**src/rtl/axi_res_tbl_ctrl_pkg.sv**
```systemverilog
// Shared types for the exclusive-access reservation table controller.
package axi_res_tbl_ctrl_pkg;

  typedef enum logic {
    IDLE = 1'b0,
    RESP = 1'b1
  } state_e;

  localparam int unsigned STARVE_CNT_W = 8;
  typedef logic [STARVE_CNT_W-1:0] starve_cnt_t;

  function automatic starve_cnt_t sat_inc(input starve_cnt_t cnt, input starve_cnt_t lim);
    return (cnt >= lim) ? lim : starve_cnt_t'(cnt + 1'b1);
  endfunction

endpackage

```
**src/rtl/axi_res_tbl_ctrl.sv**
```systemverilog
// Arbitrates write check/clear and LR set accesses to a sibling reservation
// table and returns exclusive-write results over a valid/ready channel.
module axi_res_tbl_ctrl
  import axi_res_tbl_ctrl_pkg::*;
#(
  parameter int unsigned AXI_ADDR_WIDTH = 0,
  parameter int unsigned AXI_ID_WIDTH   = 0,
  parameter int unsigned MAX_SET_WAIT   = 4,
  localparam int unsigned AW = (AXI_ADDR_WIDTH > 0) ? AXI_ADDR_WIDTH : 1,
  localparam int unsigned IW = (AXI_ID_WIDTH > 0) ? AXI_ID_WIDTH : 1
) (
  input  logic          clk_i,
  input  logic          rst_ni,

  input  logic          wr_valid_i,
  output logic          wr_ready_o,
  input  logic [AW-1:0] wr_addr_i,
  input  logic [IW-1:0] wr_id_i,
  input  logic          wr_excl_i,

  output logic          res_valid_o,
  input  logic          res_ready_i,
  output logic          res_ok_o,
  output logic [IW-1:0] res_id_o,

  input  logic          lr_valid_i,
  output logic          lr_ready_o,
  input  logic [AW-1:0] lr_addr_i,
  input  logic [IW-1:0] lr_id_i,

  output logic          tbl_check_clr_req_o,
  input  logic          tbl_check_clr_gnt_i,
  output logic [AW-1:0] tbl_check_clr_addr_o,
  output logic [IW-1:0] tbl_check_id_o,
  output logic          tbl_check_clr_excl_o,
  input  logic          tbl_check_res_i,

  output logic          tbl_set_req_o,
  input  logic          tbl_set_gnt_i,
  output logic [AW-1:0] tbl_set_addr_o,
  output logic [IW-1:0] tbl_set_id_o
);

  state_e      state_q;
  starve_cnt_t starve_cnt_q;
  logic        starve;
  logic        check_req;
  logic        set_req;
  logic        wr_accept;

  assign tbl_check_clr_addr_o = wr_addr_i;
  assign tbl_check_id_o       = wr_id_i;
  assign tbl_check_clr_excl_o = wr_excl_i;
  assign tbl_set_addr_o       = lr_addr_i;
  assign tbl_set_id_o         = lr_id_i;

  assign starve    = (starve_cnt_q == starve_cnt_t'(MAX_SET_WAIT));
  // A held, unreleased result blocks new checks so it cannot be overwritten.
  assign check_req = wr_valid_i && !starve && ((state_q == IDLE) || res_ready_i);
  assign set_req   = lr_valid_i && !check_req;
  assign wr_accept = check_req && tbl_check_clr_gnt_i;

  // Port-level requests and readies are forced low while reset is asserted.
  assign tbl_check_clr_req_o = rst_ni && check_req;
  assign tbl_set_req_o       = rst_ni && set_req;
  assign wr_ready_o          = rst_ni && tbl_check_clr_gnt_i;
  assign lr_ready_o          = rst_ni && tbl_set_gnt_i;

  always_ff @(posedge clk_i or negedge rst_ni) begin
    if (!rst_ni) begin
      state_q     <= IDLE;
      res_valid_o <= 1'b0;
      res_ok_o    <= 1'b0;
      res_id_o    <= '0;
    end else begin
      if (wr_accept && wr_excl_i) begin
        state_q     <= RESP;
        res_valid_o <= 1'b1;
        res_ok_o    <= tbl_check_res_i;
        res_id_o    <= wr_id_i;
      end else if ((state_q == RESP) && res_ready_i) begin
        state_q     <= IDLE;
        res_valid_o <= 1'b0;
      end
    end
  end

  // Counts consecutive cycles an LR waits; reaching the limit forces it through.
  always_ff @(posedge clk_i or negedge rst_ni) begin
    if (!rst_ni) begin
      starve_cnt_q <= '0;
    end else if (lr_valid_i && !tbl_set_gnt_i) begin
      starve_cnt_q <= sat_inc(starve_cnt_q, starve_cnt_t'(MAX_SET_WAIT));
    end else begin
      starve_cnt_q <= '0;
    end
  end

  param_range_a: assert property (@(posedge clk_i)
    (AXI_ADDR_WIDTH > 0) && (AXI_ID_WIDTH > 0) && (MAX_SET_WAIT >= 1) && (MAX_SET_WAIT <= 255));

  res_stable_a: assert property (@(posedge clk_i) disable iff (!rst_ni)
    (res_valid_o && !res_ready_i) |=> (res_valid_o && $stable(res_ok_o) && $stable(res_id_o)));

endmodule
```
**config.mk**
```make
export PLATFORM = sky130hd
export DESIGN_NAME = axi_res_tbl_ctrl
export DESIGN_NICKNAME = d
export VERILOG_FILES = /design/src/rtl/axi_res_tbl_ctrl_pkg.sv /design/src/rtl/axi_res_tbl_ctrl.sv
export SDC_FILE = /design/constraint.sdc
export NUM_CORES = 1
export LEC_CHECK = 0
export BUFFER_PORTS_ARGS = -buffer_cell sky130_fd_sc_hd__buf_2
export CAP_MARGIN = 20
export CORE_MARGIN = 5
export CORE_UTILIZATION = 38
export DETAILED_ROUTE_END_ITERATION = 16
export MAX_ROUTING_LAYER = met4
export PLACE_DENSITY = 0.71
export SETUP_SLACK_MARGIN = 0.05
export SKIP_LAST_GASP = 1
export SYNTH_ARGS = -nofsm -noshare
export SYNTH_HDL_FRONTEND = slang
export SYNTH_SLANG_ARGS = --single-unit
```
**constraint.sdc**
```tcl
create_clock -name clk_i -period 1.6 [get_ports clk_i]
set_input_delay 0.24 -clock clk_i [delete_from_list [all_inputs] [get_ports clk_i]]
set_output_delay 0.24 -clock clk_i [all_outputs]
set_load 0.05 [all_outputs]
```
# Yosys cells after proc, flatten, opt, wreduce, memory -nomap -nowiden
# Index checks and enable logic that the tools add are counted.
totals:
  ff_bits: 11
  inputBits: 13
classes:
  add_sub_neg: 1
  n_lt_le_gt_ge: 1
  n_eq_ne: 1
  mux: 4
  bitwise: 1
  n_reduce_logical: 16
op_table:
  columns: ["operator", "count"]
  rows:
  - ["2-to-1 mux 8 bit", 2]
  - ["logical AND 1 bit", 11]
  - ["adder 8 x 1 -> 8 bit, second input constant", 1]
  - ["== test 8 x 3 -> 1 bit, second input constant", 1]
  - ["greater-or-equal comparator 8 x 3 -> 1 bit, second input constant", 1]
  - ["logical NOT 1 bit", 3]
  - ["2-to-1 mux 1 bit", 2]
  - ["nonzero test 2 bit", 1]
  - ["logical OR 1 bit", 1]
  - ["NOT 1 bit", 1]

# Logic depth before layout (Yosys ltp)
# Gate-level depths: netlist of run 1.
depth:
  depth_word: 7
  ltp_mapped: 6
  ltp_nobuf: 6

# Worst setup path after synthesis of run 1
# OpenSTA, ideal clock, no wires.
synth_timing:
  path_kind: "reg-to-output"
  startpoint: "register starve_cnt_q[5]"
  endpoint: "output tbl_set_req_o"
  arrival_time_ns: 1.770
  setup_slack_ns: -0.410
  stages_incl_launch_ff: 4
  path_buffers: 0
  path_cell_list: "dfrtp_1 > or3_4 > o311a_4 > nor2_1"
synth_via:
  elab_chain_cells: 7
synth_lines:
  columns: ["element", "line", "rtl"]
  rows:
  - ["start, declared", "axi_res_tbl_ctrl.sv:45", "starve_cnt_t starve_cnt_q;"]
  - ["start signal, assigned", "axi_res_tbl_ctrl.sv:93", "starve_cnt_q <= sat_inc(starve_cnt_q, starve_cnt_t'(MAX_SET_WAIT));"]
  - ["== test 8 x 3 -> 1 bit", "axi_res_tbl_ctrl.sv:57", "assign starve = (starve_cnt_q == starve_cnt_t'(MAX_SET_WAIT));"]
  - ["logical NOT 1 bit", "axi_res_tbl_ctrl.sv:59", "assign check_req = wr_valid_i && !starve && ((state_q == IDLE) || res_ready_i);"]
  - ["logical AND 1 bit (2 in series)", "axi_res_tbl_ctrl.sv:59", null]
  - ["logical NOT 1 bit", "axi_res_tbl_ctrl.sv:60", "assign set_req = lr_valid_i && !check_req;"]
  - ["logical AND 1 bit", "axi_res_tbl_ctrl.sv:60", null]
  - ["logical AND 1 bit", "axi_res_tbl_ctrl.sv:65", "assign tbl_set_req_o = rst_ni && set_req;"]
  - ["end, declared", "axi_res_tbl_ctrl.sv:38", "output logic tbl_set_req_o,"]
# No other way between the ends.

# Worst setup path in the final report of run 1
layout_timing:
  startpoint: "register starve_cnt_q[5]"
  endpoint: "output tbl_check_clr_req_o"
layout_via:
  elab_chain_cells: 5
layout_lines:
  columns: ["element", "line", "rtl"]
  rows:
  - ["== test 8 x 3 -> 1 bit", "axi_res_tbl_ctrl.sv:57", null]
  - ["logical NOT 1 bit", "axi_res_tbl_ctrl.sv:59", null]
  - ["logical AND 1 bit (2 in series)", "axi_res_tbl_ctrl.sv:59", null]
  - ["logical AND 1 bit", "axi_res_tbl_ctrl.sv:64", "assign tbl_check_clr_req_o = rst_ni && check_req;"]
  - ["end, declared", "axi_res_tbl_ctrl.sv:31", "output logic tbl_check_clr_req_o,"]
# No other way between the ends.

==> qor.txt, run 1 <==
status: finished with violations
failing checks: setup timing
R2R cell count: 4
initial drt markers: 1
Setup Viol. Count Final: 4
final core utilization: 0.537
smallest setup slack after layout: -356 ps
RSZ-0062 raised after global routing: yes
Seq/Total Area, Yosys: 0.537
min Tclk post-route: 1960 ps
die area: 2180 um2
Sink Count: 11
CP startpoint: starve_cnt_q[5]$_DFF_PN0_
worst hold stages: 2
mapped cell area: 513 um2
clock slew at reported path FFs: 70 ps
IO Count: 25
Yosys top cell area share: 0.537
GRT Util Overall: 0.117
average routed wire per standard cell: 13.2 um
largest net degree at the start of global routing: 7
layout cells sized above 1: 0.471
register share of total power: 0.458
grt ovf: 0
root buffer cell: clkbuf_4
NetSw: 0.000218 W
DRC viols: 0
mean area per synthesized cell: 11.9 um2
initial antenna violation count: 0
clk buf depth: 2
P_int: 0.000457 W
min-delay worst type: input pin to register
first-pass GRT wire length: 1.66 mm
Worst VDD drop: 639 uV
synth warn: 0
cells after synthesis: 43
Critical Path RT: 1360 ps
worst setup path class: register to output pin
final hold vios: 0
post-synth cell types: 18
I/O Buffers: 18
worst r2r src: starve_cnt_q[5]$_DFF_PN0_
gpl congestion: 0.640
Synth area leader: dfrtp_1
hold_sp: tbl_check_res_i
number of synthesized register bits: 11
final std cells w/o fill: 83
Slew Limit Fails: 0
# Max-Cap Violations: 0
Starting Density: 0.399
worst-case clock skew: 4.48 ps
DR vias/cell: 4.45
Worst Path Max Fanout: 4
power share of the combinational group: 0.260
Clk Latency, worst-skew pair: 270 ps
EDFF count, synth: 0
worst hold slack: 212 ps
placed insts: 77
# rows: 13
n_diodes: 0
CP Launch Type: register
vias in the first global route: 404
crit path DAT: 1720 ps
1st-pass router iterations: 4
post-CTS setup buffer count: 0
power density cells: 976 nW/um2
most common cell in the netlist: dfrtp_1
Layout Area Growth over Synthesis: 34.6%
Lkg Pwr: 0.348 nW
hpwl dp: 874 um
htree depth: 1
via count: 369
core box area: 1280 um2
Total Nets Final: 84
Routed Antenna Nets: 0
CP Capture Type: output pin
clock power share: 0.282
Sw Share: 0.323
total chip power: 0.000674 W
Max Freq: 0.511 GHz
Most used DFF post-synth: dfrtp_1
chip width: 46.7 um
Final period util: 1.22
async set-reset flop share out of synthesis: 1.00
CTS tree: yes
Post-synth top cells: dfrtp_1 (11), buf_4 (5), inv_1 (3), nand2_1 (3)
synth top area cells: dfrtp_1 (54%), buf_4 (7.3%), mux2_4 (5.9%)
overall die height: 46.7 um
total wire length: 1.10 mm
Num CTS Buffers: 3
==> sequential cells by signal (all words and copies together) (netlist names) <==
name,flops
res_id_o,1
res_valid_o,1
starve_cnt_q,8
res_ok_o,1
==> worst paths after layout <==
kind / to / slack, ps
worst max-delay path: tbl_check_clr_req_o / -360
worst min-delay path: res_ok_o$_DFFE_PN0P_ / 210
worst max register to register: res_ok_o$_DFFE_PN0P_ / -150
worst min register to register: starve_cnt_q[1]$_DFF_PN0_ / 500
max in group asynchronous: starve_cnt_q[2]$_DFF_PN0_ / 440
min in group asynchronous: res_valid_o$_DFFE_PN0P_ / 480
==> placed cells by master (no fill, tap or decap), types with 2 or more instances in the layout <==
| cell type | n |
|---|---|
| inv_1 | 3 |
| buf_4 | 4 |
| mux2_4 | 2 |
| nand2b_1 | 2 |
| clkbuf_4 | 3 |
| nand2_1 | 3 |
| nor4_1 | 2 |
| or2_2 | 2 |
| conb_1 | 5 |
| buf_2 | 14 |
| and2_1 | 2 |
| dlygate4sd3_1 | 2 |
| ha_1 | 2 |
| dfrtp_1 | 11 |
==> through the flow <==
step           TNS [ps]  setup WS, ps  cell area (um2)
5_1_grt           -1070          -383              691
2_1_floorplan     -33.2         -16.6              536
3_3_place_gp       -200         -87.4              622
3_5_place_dp       -321          -115              622
6_report           -977          -356              691
4_1_cts            -805          -367              681
==> metal layers <==
metal	up-vias	global-route usage	share of wire
met2	9	0.192	0.60
met1	177	0.122	0.34
met4	0	0.0663	0.015
met3	2	0.0383	0.045
met5	-	-	0
li1	181	-	-
==> worst max-delay path, cell delays in order, from the launching register on <==
cell     delay, ps
dfrtp_1        370
or3_4          390
o311a_4        390
and2_4         150
buf_8          140
==> cell families (layout without fill, tap and decap cells) <==
kind of cell | Yosys count | after routing | share of synthesized area
and+or+nand+nor | 18 | 18 | 0.212
DFF | 11 | 11 | 0.537
buffers and inverters | 8 | 29 | 0.0951
adders and majority gates | 2 | 2 | 0.0488
muxes | 2 | 2 | 0.0585
other | 1 | 5 | 0.00731
AOI/OAI and AO/OA | 1 | 1 | 0.0415
==> power by group through the flow <==
stage | clock (W) | combinational [W] | sequential (W)
after floorplan | 0 | 0.0000935 | 0.000359
after global placement | 0 | 0.000161 | 0.000314
after detailed placement | 0 | 0.000164 | 0.000314
after CTS | 0.000194 | 0.000173 | 0.000309
after global routing | 0.000215 | 0.000186 | 0.000310
final | 0.000190 | 0.000176 | 0.000309
==> area by class of cell <==
type / count / area, um2
Clock buffer: 4 / 26.3
Fill cell: 119 / 594
Inverter: 3 / 11.3
Multi-Input combinational cell: 28 / 213
Sequential cell: 11 / 275
Tap cell: 15 / 18.8
Timing Repair Buffer: 22 / 146
==> repair_timing <==
| action | in CTS | in global routing |
|---|---|---|
| hold buffers | 2 | 0 |
| endpoints found under the hold margin | 5 | 0 |
| gates resized for setup | 4 | 6 |
| pin swaps | 0 | 3 |
| endpoints found under the setup margin | 4 | 6 |
No activity file was read; power rests on OpenSTA's default activity.
==> inputs of run 2 (changes only) <==
CORE_AREA = 5 5 42 44   (was unset)
CORE_MARGIN = unset   (was 5)
CORE_UTILIZATION = unset   (was 38)
CTS_BUF_LIST = sky130_fd_sc_hd__clkbuf_2   (was unset)
DIE_AREA = 0 0 47 49   (was unset)
GPL_TIMING_DRIVEN = 0   (was unset)
==> run 2 against run 1 <==
  * The run still ends with setup timing left
  * Worst setup slack gained 29 ps
  * Count of clock-buffer cells in the layout unchanged
  * Non-clock buffer count up 7
  * Total power down 1.9%
  * Final area grew 5.3%
  * Sequential power is essentially flat
  * Combinational power up 14%
  * Utilization fell by 1.9 points
  * Sequential share of layout area is 2.0 points lower
  * Register-to-register slack worse by 100 ps
==> qor.txt, run 2 (synthesis gave the netlist of run 1 again) <==
status: finished with violations
failing checks: setup timing
Worst Path Max Fanout: 3 (-1)
vias in the first global route: 382 (-5.4%)
initial antenna violation count: 0 (unchanged)
initial drt markers: 6 (+5)
# rows: 14 (+1)
Slew Limit Fails: 0 (unchanged)
number of flip-flops in the largest register: 8 (unchanged)
clock slew at reported path FFs: 90 ps (+20 ps)
overall die height: 49 um (+4.8%)
1st-pass router iterations: 4 (unchanged)
commonest non-fill, non-tap cells in the layout: buf_2 (19), dfrtp_1 (11), buf_4 (7), conb_1 (5), clkbuf_2 (4)
CP startpoint: starve_cnt_q[5]$_DFF_PN0_
Lkg Pwr: 0.381 nW (+9.6%)
Placed Instance Area: 661 um2 (+6.2%)
Starting Density: 0.366 (-0.0331)
smallest setup slack after layout: -327 ps (+28.8 ps)
I/O Buffers: 21 (+3)
Setup Viol. Count Final: 4 (unchanged)
Setup crit end: tbl_check_clr_req_o
min-delay worst type: input pin to register
via count: 396 (+7.3%)
min Tclk post-route: 1930 ps (-28.8 ps)
hpwl dp: 808 um (-7.6%)
Num CTS Buffers: 3 (unchanged)
gpl congestion: 0.704 (+10%)
Worst R2R End: res_ok_o$_DFFE_PN0P_
DRC viols: 0 (unchanged)
DR vias/cell: 4.35 (-2.1%)
total wire length: 1.01 mm (-7.7%)
power density cells: 910 nW/um2 (-6.8%)
grt ovf: 0 (unchanged)
Worst VDD drop: 611 uV (-4.3%)
GRT Util Overall: 0.103 (-0.0134)
largest net degree at the start of global routing: 12 (+5)
CP Launch Type: register
Total Nets Final: 91 (+8.3%)
root buffer cell: clkbuf_2
R2R cell count: 5 (+1)
r2r setup slk: -250 ps (-100 ps)
Max Freq: 0.519 GHz (+1.5%)
clk buf depth: 2 (unchanged)
layout cells sized above 1: 0.547 (+0.0761)
most common cell after layout, fill and taps aside: buf_2
Top reg by flops: starve_cnt_q
worst setup path class: register to output pin
Routed Antenna Nets: 0 (unchanged)
# Max-Cap Violations: 0 (unchanged)
Layout Area Growth over Synthesis: 41.7%
total chip power: 0.000661 W (-1.9%)
first-pass GRT wire length: 1.66 mm (-0.36%)
n_diodes: 0 (unchanged)
CP Capture Type: output pin
fin area: 727 um2 (+5.3%)
chip width: 47 um (+0.56%)
IO Count: 25 (unchanged)
RSZ-0062 raised after global routing: yes
final hold vios: 0 (unchanged)
Sink Count: 11 (unchanged)
worst-case clock skew: 3.12 ps (-1.36 ps)
Layout fillers: 131 (+10%)
core box area: 1400 um2 (+9.1%)
Final period util: 1.20 (-0.0180)
CTS tree: yes
average routed wire per standard cell: 11.1 um (-16%)
crit path DAT: 1690 ps (-30 ps)
Clk Latency, worst-skew pair: 250 ps (-20 ps)
die area: 2300 um2 (+5.4%)
worst r2r src: starve_cnt_q[5]$_DFF_PN0_
Critical Path RT: 1360 ps (about the same)
htree depth: 1 (unchanged)
## run 2: cell types whose count changed in the layout (fill, tap and decap cells not counted)
cell,change
buf_2,+5
buf_4,+3
buf_6,-1
buf_8,+1
clkbuf_1,-1
clkbuf_2,+4
clkbuf_4,-3
dlygate4sd3_1,-1
## run 2: worst min-delay path by stage
stage               startpoint                    to  depth (start not counted)
2_1_floorplan           rst_ni  res_id_o$_DFFE_PN0P_                          0
3_3_place_gp            rst_ni  res_ok_o$_DFFE_PN0P_                          1
3_5_place_dp            rst_ni  res_id_o$_DFFE_PN0P_                          1
4_1_cts                wr_id_i  res_id_o$_DFFE_PN0P_                          2
5_1_grt        tbl_check_res_i  res_ok_o$_DFFE_PN0P_                          2
6_report       tbl_check_res_i  res_ok_o$_DFFE_PN0P_                          2
## run 2: critical path, stage by stage (launching register included)
cell     delay (ps)
dfrtp_1         380
or3_4           380
o311a_4         390
and2_4          150
buf_8           140
## run 2: cell type report
cell class              instances  area (um2)  area share
plain buffers                   5        37.5      0.0516
clock buffers                   4        20.0      0.0275
inverters                       3        11.3      0.0155
multi-input cells              28         213       0.293
flip-flops and latches         11         275       0.379
well taps                      16        20.0      0.0275
repair buffers                 24         150       0.207
## run 2: power breakdown
| group | total (W) | internal (W) | switching [W] |
|---|---|---|---|
| registers | 0.000308 | 0.000298 | 0.00000998 |
| clock network | 0.000152 | 0.0000664 | 0.0000854 |
| logic | 0.000201 | 0.0000702 | 0.000131 |
| total | 0.000661 | 0.000435 | 0.000226 |
## run 2: layer usage
| metal | vias to the layer above | wire, um | global-route usage |
|---|---|---|---|
| li1 | 194 | - | - |
| met5 | - | 0 | - |
| met4 | 0 | 0 | 0.0415 |
| met3 | 0 | 46 | 0.0332 |
| met1 | 194 | 356 | 0.0991 |
| met2 | 8 | 609 | 0.181 |
## run 2: repair_timing
item                                    in CTS  in global routing
gates resized for setup                      5                  2
buffers inserted                             1                  1
pin swaps                                    0                  3
endpoints found under the setup margin       4                  4
hold endpoints to repair                    11                  0
hold buffers                                 1                  0
## run 2: metrics by stage
step	hold WS [ps]	worst slack, ps	utilization	std cells	setup TNS [ps]
finish	231	-327	0.519	91	-1100
global route	216	-375	0.519	91	-1250
CTS	225	-353	0.510	90	-1020
detailed placement	136	-112	0.471	84	-327
global placement	134	-97.1	0.471	84	-230
floorplan	-55.6	-16.6	-	47	-33.2
==> inputs of run 3 (changes only) <==
GPL_TIMING_DRIVEN = unset   (was 0)
==> run 3 against run 2 <==
  * Register-to-register slack about the same
  * Wire length up 12%
  * Flip-flop and latch count unchanged
  * Die area unchanged
  * Largest cell class unchanged
  * The run still ends with setup timing left
  * Largest power group unchanged
  * Highest routed layer is now met4
  * Critical path depth unchanged
  * Combinational power down 11%
  * Total power down 3.7%
  * Via count down 4.8%
==> qor.txt, run 3 (synthesis gave the netlist of run 1 again) <==
grt ovf: 0 (unchanged)
Num CTS Buffers: 3 (unchanged)
Worst VDD drop: 476 uV (-22%)
Slew Limit Fails: 0 (unchanged)
placed insts: 79 (-6.0%)
Setup Viol. Count Final: 4 (unchanged)
Routed Antenna Nets: 0 (unchanged)
met3 wire len: 65 um (+41%)
Post-Route M1 WL: 350 um (-1.7%)
htree depth: 1 (unchanged)
hpwl dp: 789 um (-2.4%)
gpl congestion: 0.727 (+3.2%)
core box area: 1400 um2 (unchanged)
min-delay worst type: input pin to register
r2r setup slk: -250 ps (about the same)
die area: 2300 um2 (unchanged)
Final period util: 1.21 (+0.00180)
worst hold slack: 223 ps (-8.28 ps)
Sink Count: 11 (unchanged)
CP bufs+invs: 1 (unchanged)
Worst Path Max Fanout: 3 (unchanged)
worst hold endpoint: res_id_o$_DFFE_PN0P_
Layout Area Growth over Synthesis: 37.1%
min Tclk post-route: 1930 ps (+2.89 ps)
max layer used: met4
commonest non-fill, non-tap cells in the layout: buf_2 (16), dfrtp_1 (11), buf_4 (5), conb_1 (5), clkbuf_2 (4)
n_diodes: 0 (unchanged)
Top reg by flops: starve_cnt_q
initial drt markers: 3 (-3)
CP Capture Type: output pin
hold_sp: wr_id_i
average routed wire per standard cell: 13.0 um (+17%)
Lkg Pwr: 0.364 nW (-4.5%)
I/O Buffers: 18 (-14%)
CP Launch Type: register
clock slew at reported path FFs: 100 ps (about the same)
DRC viols: 0 (unchanged)
Worst R2R End: res_ok_o$_DFFE_PN0P_
number of flip-flops in the largest register: 8 (unchanged)
critical path's top delay family: simple AND/OR/NAND/NOR gates
vias in the first global route: 403 (+5.5%)
final core utilization: 0.502 (-0.0170)
Max stage delay on crit path: 390 ps (about the same)
total wire length: 1.13 mm (+12%)
root buffer cell: clkbuf_2
1st-pass router iterations: 4 (unchanged)
crit path DAT: 1690 ps (about the same)
failing checks: setup timing
IO Count: 25 (unchanged)
via count: 377 (-4.8%)
first-pass GRT wire length: 1.74 mm (+5.0%)
setup TNS: -1110 ps (-14.1 ps)
status: finished with violations
clk buf depth: 2 (unchanged)
Total Nets Final: 87 (-4.4%)
layout cells sized above 1: 0.507 (-0.0396)
CP max-delay cell: o311a_4
final hold vios: 0 (unchanged)
power density cells: 906 nW/um2 (-0.43%)
dpl ws: -103 ps (+8.73 ps)
largest net degree at the start of global routing: 7 (-5)
# rows: 14 (unchanged)
CTS tree: yes
CP startpoint: starve_cnt_q[5]$_DFF_PN0_
# Max-Cap Violations: 0 (unchanged)
worst setup path class: register to output pin
smallest setup slack after layout: -330 ps (-2.89 ps)
worst hold stages: 2 (unchanged)
worst-case clock skew: 10.3 ps (+7.16 ps)
Critical Path RT: 1360 ps (about the same)
final std cells w/o fill: 87 (-4.4%)
initial antenna violation count: 0 (unchanged)
GRT Util Overall: 0.112 (+0.00863)
metal2 WL: 686 um (+13%)
DR vias/cell: 4.33 (-0.42%)
Starting Density: 0.366 (unchanged)
R2R cell count: 5 (unchanged)
CP cell instances: or3_4 > o311a_4 > and2_4 > buf_8
Clk Latency, worst-skew pair: 250 ps (about the same)
Max Freq: 0.518 GHz (-0.15%)
chip width: 47 um (unchanged)
overall die height: 49 um (unchanged)
worst r2r src: starve_cnt_q[5]$_DFF_PN0_
RSZ-0062 raised after global routing: yes
most common cell after layout, fill and taps aside: buf_2
## run 3: cell type report
class	count	area (um2)
Tap cell	16	20.0
Fill cell	132	698
Clock buffer	4	20.0
Sequential cell	11	275
Timing Repair Buffer	25	164
Inverter	3	11.3
Multi-Input combinational cell	28	213
## run 3: worst reg2reg max path: stages (launching register included)
cell     delay, ps
dfrtp_1        370
or3_4          380
o311a_4        390
buf_4          150
and3_4         170
mux2_4         290
## run 3: per-layer routing
layer  GRT usage  up-vias
met3      0.0664        2
met1      0.0963      179
met4      0.0138        0
met5           -        -
met2       0.204        9
li1            -      187
## run 3: repair_timing
action | in CTS | in global routing
cloned | 0 | 0
buffers inserted | 1 | 1
setup endpoints to repair | 4 | 4
gates resized for setup | 4 | 2
endpoints found under the hold margin | 5 | 0
hold buffers | 2 | 0
pin swaps | 1 | 3
## run 3: through the flow
step	cell area (um2)	total power, W
finish	703	0.000637
global route	703	0.000674
CTS	691	0.000637
detailed placement	631	0.000478
global placement	631	0.000474
floorplan	536	0.000452
## run 3: where the power goes
group / leakage, nW / internal (W) / total, W / switching [W]
clock: 0.0166 / 0.0000664 / 0.000150 / 0.0000841
combinational: 0.212 / 0.0000624 / 0.000178 / 0.000116
sequential: 0.136 / 0.000298 / 0.000309 / 0.0000101
## run 3: worst max-delay path by stage
stage                                      end  slack [ps]  depth (start not counted)
after global placement     tbl_check_clr_req_o         -90                          4
after detailed placement   tbl_check_clr_req_o        -100                          4
after floorplan           res_id_o$_DFFE_PN0P_         -20                          4
after global routing       tbl_check_clr_req_o        -390                          4
final                      tbl_check_clr_req_o        -330                          4
after CTS                  tbl_check_clr_req_o        -340                          4
